## config.mk

```make
export PLATFORM = sky130hd
export DESIGN_NAME = mem_arbiter_flat
export DESIGN_NICKNAME = d
export VERILOG_FILES = /design/src/rtl/mem_arbiter_if.sv /design/src/rtl/mem_arbiter.sv /design/src/flat_wrapper.sv
export SDC_FILE = /design/constraint.sdc
export NUM_CORES = 1
export LEC_CHECK = 0
export CAP_MARGIN = 30
export CORE_AREA = 2 2 92 94
export CTS_BUF_LIST = sky130_fd_sc_hd__clkbuf_16
export DETAILED_ROUTE_END_ITERATION = 12
export DIE_AREA = 0 0 94 96
export GPL_TIMING_DRIVEN = 1
export PLACE_DENSITY = 0.74
export SYNTH_ARGS = -nofsm -noshare
export SYNTH_HDL_FRONTEND = slang
export SYNTH_SLANG_ARGS = --single-unit
```

## constraint.sdc

```tcl
create_clock -name clk -period 2.8 [get_ports clk]
set_clock_uncertainty 0.2 [all_clocks]
set_input_delay 0.56 -clock clk [delete_from_list [all_inputs] [get_ports clk]]
set_output_delay 0.56 -clock clk [all_outputs]
set_load 0.1 [all_outputs]
```

## src/rtl/mem_arbiter_if.sv

```systemverilog
// Bundle of CPU, DMA and CACHE-side signals around the memory arbiter.
// The slave modport is the arbiter's view; master is the surrounding environment.
interface mem_arbiter_if #(
  parameter int unsigned AW = 20,
  parameter int unsigned DW = 32
);
  logic [AW-1:0] cpu_addr;
  logic [DW-1:0] cpu_din;
  logic [3:0]    cpu_wmask;
  logic          cpu_mreq;
  logic [DW-1:0] cpu_dout;
  logic          cpu_mrdy;

  logic [AW-1:0] dma_addr;
  logic          dma_mreq;
  logic [DW-1:0] dma_dout;
  logic          dma_mrdy;

  logic [AW-1:0] mem_addr;
  logic [DW-1:0] mem_din;
  logic [3:0]    mem_wmask;
  logic          mem_mreq;
  logic [DW-1:0] mem_dout;
  logic          mem_mrdy;

  logic          grant_cpu;
  logic          grant_dma;

  modport slave (
    input  cpu_addr, cpu_din, cpu_wmask, cpu_mreq,
    input  dma_addr, dma_mreq,
    input  mem_dout, mem_mrdy,
    output cpu_dout, cpu_mrdy, dma_dout, dma_mrdy,
    output mem_addr, mem_din, mem_wmask, mem_mreq,
    output grant_cpu, grant_dma
  );

  modport master (
    output cpu_addr, cpu_din, cpu_wmask, cpu_mreq,
    output dma_addr, dma_mreq,
    output mem_dout, mem_mrdy,
    input  cpu_dout, cpu_mrdy, dma_dout, dma_mrdy,
    input  mem_addr, mem_din, mem_wmask, mem_mreq,
    input  grant_cpu, grant_dma
  );
endinterface

```

## src/rtl/mem_arbiter.sv

```systemverilog
// Round-robin arbiter sharing the CACHE port between the CPU and a read-only DMA,
// with a bounded DMA burst and a one-cycle idle gap on every owner change.
module mem_arbiter #(
  parameter int unsigned AW        = 20,
  parameter int unsigned DW        = 32,
  parameter int unsigned DMA_BURST = 8
) (
  input  logic          clk,
  input  logic          rst,
  mem_arbiter_if.slave  bus
);
  localparam int unsigned CW = 8;

  typedef enum logic [1:0] {S_IDLE, S_CPU, S_DMA} state_t;

  state_t        r_state, w_state_nxt;
  logic          r_last, w_last_nxt;
  logic [CW-1:0] r_bcnt, w_bcnt_nxt;
  logic [CW:0]   w_bcnt_sum;
  logic [CW-1:0] w_bcnt_inc;
  logic          w_burst_done;

  logic [AW-1:0] w_mem_addr;
  logic [DW-1:0] w_mem_din;
  logic [3:0]    w_mem_wmask;
  logic          w_mem_mreq;
  logic          w_cpu_mrdy;
  logic          w_dma_mrdy;

  // Saturating burst counter increment; the carry bit also feeds the limit compare
  assign w_bcnt_sum   = {1'b0, r_bcnt} + (CW+1)'(1);
  assign w_bcnt_inc   = w_bcnt_sum[CW] ? r_bcnt : w_bcnt_sum[CW-1:0];
  assign w_burst_done = (w_bcnt_sum >= (CW+1)'(DMA_BURST));

  always_ff @(posedge clk) begin
    if (rst) begin
      r_state <= S_IDLE;
      r_last  <= 1'b1;
      r_bcnt  <= '0;
    end else begin
      r_state <= w_state_nxt;
      r_last  <= w_last_nxt;
      r_bcnt  <= w_bcnt_nxt;
    end
  end

  always_comb begin
    w_state_nxt = r_state;
    w_last_nxt  = r_last;
    w_bcnt_nxt  = r_bcnt;
    w_mem_addr  = bus.cpu_addr;
    w_mem_din   = bus.cpu_din;
    w_mem_wmask = 4'h0;
    w_mem_mreq  = 1'b0;
    w_cpu_mrdy  = 1'b0;
    w_dma_mrdy  = 1'b0;

    case (r_state)
      S_IDLE: begin
        if (bus.cpu_mreq && bus.dma_mreq) begin
          w_state_nxt = r_last ? S_CPU : S_DMA;
          if (!r_last) w_bcnt_nxt = '0;
        end else if (bus.cpu_mreq) begin
          w_state_nxt = S_CPU;
        end else if (bus.dma_mreq) begin
          w_state_nxt = S_DMA;
          w_bcnt_nxt  = '0;
        end
      end

      S_CPU: begin
        w_mem_wmask = bus.cpu_wmask;
        w_mem_mreq  = bus.cpu_mreq;
        w_cpu_mrdy  = bus.mem_mrdy;
        if (bus.mem_mrdy) begin
          w_last_nxt = 1'b0;
          if (bus.dma_mreq)      w_state_nxt = S_IDLE;
          else if (bus.cpu_mreq) w_state_nxt = S_CPU;
          else                   w_state_nxt = S_IDLE;
        end else if (!bus.cpu_mreq) begin
          w_state_nxt = S_IDLE;
        end
      end

      S_DMA: begin
        // Write mask stays forced to zero so the DMA can never write
        w_mem_addr = bus.dma_addr;
        w_mem_mreq = bus.dma_mreq;
        w_dma_mrdy = bus.mem_mrdy;
        if (bus.mem_mrdy) begin
          w_last_nxt = 1'b1;
          w_bcnt_nxt = w_bcnt_inc;
          if (bus.cpu_mreq && w_burst_done) w_state_nxt = S_IDLE;
          else if (bus.dma_mreq)            w_state_nxt = S_DMA;
          else                              w_state_nxt = S_IDLE;
        end else if (!bus.dma_mreq) begin
          w_state_nxt = S_IDLE;
        end
      end

      default: w_state_nxt = S_IDLE;
    endcase
  end

  assign bus.mem_addr  = w_mem_addr;
  assign bus.mem_din   = w_mem_din;
  assign bus.mem_wmask = w_mem_wmask;
  assign bus.mem_mreq  = w_mem_mreq;
  assign bus.cpu_mrdy  = w_cpu_mrdy;
  assign bus.dma_mrdy  = w_dma_mrdy;
  assign bus.cpu_dout  = bus.mem_dout;
  assign bus.dma_dout  = bus.mem_dout;
  assign bus.grant_cpu = (r_state == S_CPU);
  assign bus.grant_dma = (r_state == S_DMA);
endmodule

```

## src/flat_wrapper.sv

```systemverilog
// flat-port wrapper written by rule: the top's interface ports become plain ports
module mem_arbiter_flat 
#(
  parameter int unsigned AW        = 20,
  parameter int unsigned DW        = 32,
  parameter int unsigned DMA_BURST = 8
)
  (clk, rst, bus_cpu_addr, bus_cpu_din, bus_cpu_wmask, bus_cpu_mreq, bus_dma_addr, bus_dma_mreq, bus_mem_dout, bus_mem_mrdy, bus_cpu_dout, bus_cpu_mrdy, bus_dma_dout, bus_dma_mrdy, bus_mem_addr, bus_mem_din, bus_mem_wmask, bus_mem_mreq, bus_grant_cpu, bus_grant_dma);
  mem_arbiter_if #(.AW(AW), .DW(DW)) bus_i ();
  input  logic clk;
  input  logic rst;
  input wire logic [$bits(bus_i.cpu_addr)-1:0] bus_cpu_addr;
  input wire logic [$bits(bus_i.cpu_din)-1:0] bus_cpu_din;
  input wire logic [$bits(bus_i.cpu_wmask)-1:0] bus_cpu_wmask;
  input wire logic [$bits(bus_i.cpu_mreq)-1:0] bus_cpu_mreq;
  input wire logic [$bits(bus_i.dma_addr)-1:0] bus_dma_addr;
  input wire logic [$bits(bus_i.dma_mreq)-1:0] bus_dma_mreq;
  input wire logic [$bits(bus_i.mem_dout)-1:0] bus_mem_dout;
  input wire logic [$bits(bus_i.mem_mrdy)-1:0] bus_mem_mrdy;
  output wire logic [$bits(bus_i.cpu_dout)-1:0] bus_cpu_dout;
  output wire logic [$bits(bus_i.cpu_mrdy)-1:0] bus_cpu_mrdy;
  output wire logic [$bits(bus_i.dma_dout)-1:0] bus_dma_dout;
  output wire logic [$bits(bus_i.dma_mrdy)-1:0] bus_dma_mrdy;
  output wire logic [$bits(bus_i.mem_addr)-1:0] bus_mem_addr;
  output wire logic [$bits(bus_i.mem_din)-1:0] bus_mem_din;
  output wire logic [$bits(bus_i.mem_wmask)-1:0] bus_mem_wmask;
  output wire logic [$bits(bus_i.mem_mreq)-1:0] bus_mem_mreq;
  output wire logic [$bits(bus_i.grant_cpu)-1:0] bus_grant_cpu;
  output wire logic [$bits(bus_i.grant_dma)-1:0] bus_grant_dma;
  assign bus_i.cpu_addr = bus_cpu_addr;
  assign bus_i.cpu_din = bus_cpu_din;
  assign bus_i.cpu_wmask = bus_cpu_wmask;
  assign bus_i.cpu_mreq = bus_cpu_mreq;
  assign bus_i.dma_addr = bus_dma_addr;
  assign bus_i.dma_mreq = bus_dma_mreq;
  assign bus_i.mem_dout = bus_mem_dout;
  assign bus_i.mem_mrdy = bus_mem_mrdy;
  assign bus_cpu_dout = bus_i.cpu_dout;
  assign bus_cpu_mrdy = bus_i.cpu_mrdy;
  assign bus_dma_dout = bus_i.dma_dout;
  assign bus_dma_mrdy = bus_i.dma_mrdy;
  assign bus_mem_addr = bus_i.mem_addr;
  assign bus_mem_din = bus_i.mem_din;
  assign bus_mem_wmask = bus_i.mem_wmask;
  assign bus_mem_mreq = bus_i.mem_mreq;
  assign bus_grant_cpu = bus_i.grant_cpu;
  assign bus_grant_dma = bus_i.grant_dma;
  mem_arbiter #(.AW(AW), .DW(DW), .DMA_BURST(DMA_BURST)) u_core (.clk(clk), .rst(rst), .bus(bus_i));
endmodule
```

==> results.json, run 1 <==
{
  "grt_max_degree": 32,
  "rows": 33,
  "design.die.area_sq_um": 9020,
  "r2r_slack_ns": 0.46,
  "syn_area_sq_um": 1840,
  "hold_viol": 0,
  "die_x_um": 94,
  "synth_common_cells": "98 x buf_4, 20 x mux2_2, 12 x nor2_1",
  "synthesis.nets": 351,
  "diodes": 0,
  "synth_cell_types": 42,
  "cts_tree": "built",
  "start_util": 0.229,
  "cts_num_sinks": 11,
  "via_count": 1350,
  "dp.cells": 312,
  "cap_viol_max_count": 0,
  "total_power_uw": 1310,
  "nNetsFinal": 331,
  "crit_start": "u_core.r_state[0]$_SDFFE_PP0P_",
  "powerDensity_nw_per_um2": 550,
  "synth_top_area_frac": 0.399,
  "power.leakage_uw": 0.000910,
  "clk_pin_slew_ns": 0.04,
  "routedWlPerCell_um": 13.4,
  "drive_above_1_share": 0.336,
  "numCtsBuffers": 3,
  "cts_root_buf": "clkbuf_16",
  "synth.avg_cell_area_sq_um": 7.95,
  "globalplace.congestion": 0.781,
  "worstMarginPinSlew_ns": 0.431,
  "synth_warnings": 0,
  "clk_path_buf_depth": 2,
  "first_pass_iters": 4,
  "place_ws_ns": 0.315,
  "drv_slew": 0,
  "synthTopCellsByArea": "buf_4 40%, mux2_2 12%, dfxtp_1 12%, ha_1 4.1%, and2_1 2.7%",
  "fin_crit_ns": 2.51,
  "reg2reg_to": "u_core.r_bcnt[5]$_SDFFE_PP0P_",
  "dpl.hpwl_mm": 3.43,
  "cts_max_level": 1,
  "reg2reg_from": "u_core.r_state[0]$_SDFFE_PP0P_",
  "syn_inst": 232,
  "startpoint_type": "register",
  "critPathArrivalTime_ns": 1.75,
  "via_per_inst": 4.27,
  "drtAntennaViolNets": 0,
  "grt.overflow.total": 0,
  "synth_most_common_cell": "buf_4",
  "setup_viol": 0,
  "rr_worst_depth": 7,
  "outcome": "finished, final reports clean",
  "synth-main-ff-cell": "dfxtp_1",
  "vdd_ir_drop_max_uv": 201,
  "clock_latency_ns": 0.24,
  "async_flop_share": 0,
  "worstPathMaxFanout": 31,
  "cp-end-kind": "output port",
  "critical_path_class": "reg2out",
  "grt_pass1_vias": 1317,
  "post-cts-setup-buffers": 0,
  "antenna_found_initial": 0,
  "ys_ff_latch": 11,
  "cp_data_required_time_ns": 2.04,
  "fin_cells": 316,
  "pin_count": 238,
  "grt_util_all_layers": 0.0862,
  "fmax_mhz": 399,
  "core_area_sq_um": 8050,
  "cts_hold_buf": 0,
  "synth_edf_count": 0,
  "dieHeight_um": 96,
  "drc_errors": 0,
  "synthToLayoutAreaGrowth_pct": 29.1,
  "worst_slack_ns": 0.292,
  "cts_resized": 0,
  "critPathCapture": "bus_mem_addr[1]",
  "period_share": 0.896,
  "rsz0062_at_grt": "false",
  "synth_area_leader_cell": "buf_4",
  "grt_pass1_wl_mm": 6.18,
  "drt_iter0_drc": 27,
  "wl_mm": 4.24,
  "synth_seq_area_share": 0.119,
  "io_buffers": 77,
  "slew_headroom": 0.712,
  "hp-class": "reg2reg"
}
-- worst min-delay path by stage --
stage                               startpoint                         end  depth (start not counted)
floorplan           u_core.r_last$_SDFFE_PP1P_  u_core.r_last$_SDFFE_PP1P_                          2
finish              u_core.r_last$_SDFFE_PP1P_  u_core.r_last$_SDFFE_PP1P_                          2
global route        u_core.r_last$_SDFFE_PP1P_  u_core.r_last$_SDFFE_PP1P_                          2
detailed placement  u_core.r_last$_SDFFE_PP1P_  u_core.r_last$_SDFFE_PP1P_                          2
global placement    u_core.r_last$_SDFFE_PP1P_  u_core.r_last$_SDFFE_PP1P_                          2
CTS                 u_core.r_last$_SDFFE_PP1P_  u_core.r_last$_SDFFE_PP1P_                          2
-- power breakdown --
part / leakage [uW] / internal (uW) / switching (uW) / total, uW
Sequential: 0.0000890 / 163 / 6.73 / 170
Clock: 0.0000409 / 189 / 72.8 / 262
Combinational: 0.000780 / 344 / 534 / 878
-- kinds of logic (layout without fill, tap and decap cells) --
kind of cell | count (synthesis) | after routing | share of synthesized area
compound gates | 33 | 33 | 0.132
xor+xnor | 1 | 1 | 0.00475
fa+ha+maj | 6 | 6 | 0.0407
buf+inv | 110 | 89 | 0.425
flops | 11 | 11 | 0.119
mux | 22 | 22 | 0.133
simple gates | 49 | 49 | 0.146
-- flip-flops by register name, indices dropped and copies added, names as in the netlist --
register and flops:
u_core.r_bcnt 8, u_core.r_state 2, u_core.r_last 1
-- worst max-delay path, stage by stage (launching register included) --
cell,delay (ns)
dfxtp_1,0.33
inv_1,0.12
ha_4,0.43
mux2_2,0.44
buf_12,0.18
-- through the flow --
stage,cell area (sq um),utilization,TNS (ns),hold slack [ns]
after CTS,2380,0.296,0,0.314
after floorplan,1870,-,-0.0437,0.279
after detailed placement,2300,0.286,0,0.312
final,2380,0.296,0,0.315
after global placement,2300,0.286,0,0.305
after global routing,2380,0.296,0,0.360
-- layout by cell type (no fill, tap or decap), drive strengths merged, types with 6 or more instances in the layout --
cell	count
mux2	20
nor2	12
clkdlybuf4s50	48
buf	30
nand2	9
inv	7
ha	6
dfxtp	11
and2	8
o21ai	8
-- layout make-up --
class | count | area, sq um
repair buffers | 78 | 1060
inverters | 7 | 26.3
clock inverters | 1 | 5.00
fillers | 833 | 5670
multi-input cells | 111 | 867
flip-flops and latches | 11 | 220
well taps | 105 | 131
clock buffers | 3 | 75.1
-- routing by layer --
layer / global-route usage / vias to the layer above / part of all wire / routed length, um
li1: - / 642 / - / -
met3: 0.0258 / 28 / 0.085 / 359
met4: 0.0447 / 0 / 0.034 / 145
met5: 0 / - / 0 / 0
met1: 0.0984 / 615 / 0.36 / 1530
met2: 0.146 / 65 / 0.52 / 2200
Power figures use the tool's default switching activity.
==> inputs of run 2 (changes only) <==
Settings changed: MAX_ROUTING_LAYER set to met4.
==> results.json, run 2 (synthesized netlist as in run 1, its figures left out) <==
{
  "outcome": "finished, final reports clean",
  "place_ws_ns": 0.315,
  "p_sw_uw": 615,
  "clk_path_buf_depth": 2,
  "rows": 33,
  "cts_hold_buf": 0,
  "grt_pass1_wl_mm": 6.20,
  "seqPwrFrac": 0.130,
  "combinationalPowerShare": 0.670,
  "antenna_found_initial": 0,
  "clock_latency_ns": 0.24,
  "io_buffers": 77,
  "numCtsBuffers": 3,
  "hp-class": "reg2reg",
  "slew_headroom": 0.713,
  "routedWlPerCell_um": 13.4,
  "hold_viol": 0,
  "clk_pin_slew_ns": 0.04,
  "design_area_sq_um": 2380,
  "cp-end-kind": "output port",
  "wl_mm": 4.25,
  "startpoint_type": "register",
  "core_area_sq_um": 8050,
  "cts_resized": 0,
  "dieHeight_um": 96,
  "rsz0062_at_grt": "false",
  "p_sw_frac": 0.469,
  "largest_register_ffs": 8,
  "grt_util_met2": 0.146,
  "grt_busiest_layer": "met2",
  "top_regs": "u_core.r_bcnt: 8 flops, u_core.r_state: 2 flops, u_core.r_last: 1 flops",
  "cts_root_buf": "clkbuf_16",
  "power.leakage_uw": 0.000910,
  "r2r_slack_ns": 0.46,
  "grtUsageMet3": 0.0258,
  "regMostFlops": "u_core.r_bcnt",
  "dpl.hpwl_mm": 3.43,
  "p_int_uw": 696,
  "first_pass_iters": 4,
  "drtAntennaViolNets": 0,
  "cts_num_sinks": 11,
  "grt_util_met1": 0.0984,
  "die_x_um": 94,
  "cts_tree": "built",
  "worst_slack_ns": 0.292,
  "critPathArrivalTime_ns": 1.75,
  "period_share": 0.896,
  "start_util": 0.229,
  "mostFrequentLayoutCell": "clkdlybuf4s50_1",
  "drt_iter0_drc": 23,
  "grt_max_degree": 32,
  "post-cts-setup-buffers": 0,
  "drc_errors": 0,
  "globalplace.congestion": 0.792,
  "worstPathMaxFanout": 31,
  "cts_max_level": 1,
  "cp_data_required_time_ns": 2.04,
  "drive_above_1_share": 0.336,
  "p_clk_frac": 0.200,
  "critical_path_class": "reg2out",
  "worstMarginPinSlew_ns": 0.430,
  "pin_count": 238,
  "nNetsFinal": 331,
  "grt_pass1_vias": 1312,
  "via_per_inst": 4.27,
  "grt.overflow.total": 0,
  "cap_viol_max_count": 0,
  "fin_crit_ns": 2.51,
  "whs_ns": 0.315,
  "diodes": 0,
  "layout_common_cells": "48 x clkdlybuf4s50_1, 28 x buf_12, 20 x mux2_2",
  "fin_util": 0.296,
  "via_count": 1348,
  "drv_slew": 0,
  "design.die.area_sq_um": 9020,
  "powerDensity_nw_per_um2": 550,
  "grt_util_all_layers": 0.0887,
  "postPlaceCellArea_sq_um": 2300,
  "synthToLayoutAreaGrowth_pct": 29.1,
  "fmax_mhz": 399,
  "setup_viol": 0,
  "vdd_ir_drop_max_uv": 201,
  "total_power_uw": 1310,
  "nFillCells": 833
}
run 2: cell counts in the layout (fill, tap and decap cells not counted):
Identical to the previous run, type by type.
run 2: final cells by class:
cell class	count	area, sq um	area share
tap	105	131	0.0552
multi-input combinational	111	867	0.364
clock buffer	3	75.1	0.0315
timing repair buffer	78	1060	0.444
sequential	11	220	0.0925
clock inverter	1	5.00	0.00210
inverter	7	26.3	0.0110
run 2: worst max-delay path, cell delays in order (launching register included):
cell and delay [ns]:
dfxtp_1 0.33, inv_1 0.12, ha_4 0.43, mux2_2 0.44, buf_12 0.18
run 2: path summary, 6_finish.rpt:
| check | from | to | cells after the start |
|---|---|---|---|
| max | u_core.r_state[0]$_SDFFE_PP0P_ | bus_mem_addr[1] | 4 |
| max reg2reg | u_core.r_state[0]$_SDFFE_PP0P_ | u_core.r_bcnt[5]$_SDFFE_PP0P_ | 7 |
| min | u_core.r_last$_SDFFE_PP1P_ | u_core.r_last$_SDFFE_PP1P_ | 2 |
| min reg2reg | u_core.r_last$_SDFFE_PP1P_ | u_core.r_last$_SDFFE_PP1P_ | 2 |
run 2: routing by layer:
layer  wire [um]  part of all wire
met1        1530              0.36
met2        2220              0.52
met3         353             0.083
met4         140             0.033
met5           0                 0
run 2: stage by stage:
stage / instances / setup TNS, ns
after CTS: 316 / 0
after global routing: 316 / 0
after detailed placement: 312 / 0
final: 316 / 0
after floorplan: 232 / -0.0437
after global placement: 312 / 0
run 2: power by group through the flow:
stage               sequential [uW]  clock [uW]  combinational [uW]
finish                          170         263                 878
global route                    171         277                 912
CTS                             170         268                 886
detailed placement              173           0                 883
global placement                172           0                 874
floorplan                       171           0                1200
==> inputs of run 3 (changes only) <==
Settings changed: CTS_CLUSTER_SIZE set to 10.
==> results of run 3 <==
No change in the layout: final DEF, timing and power equal those of run 2.
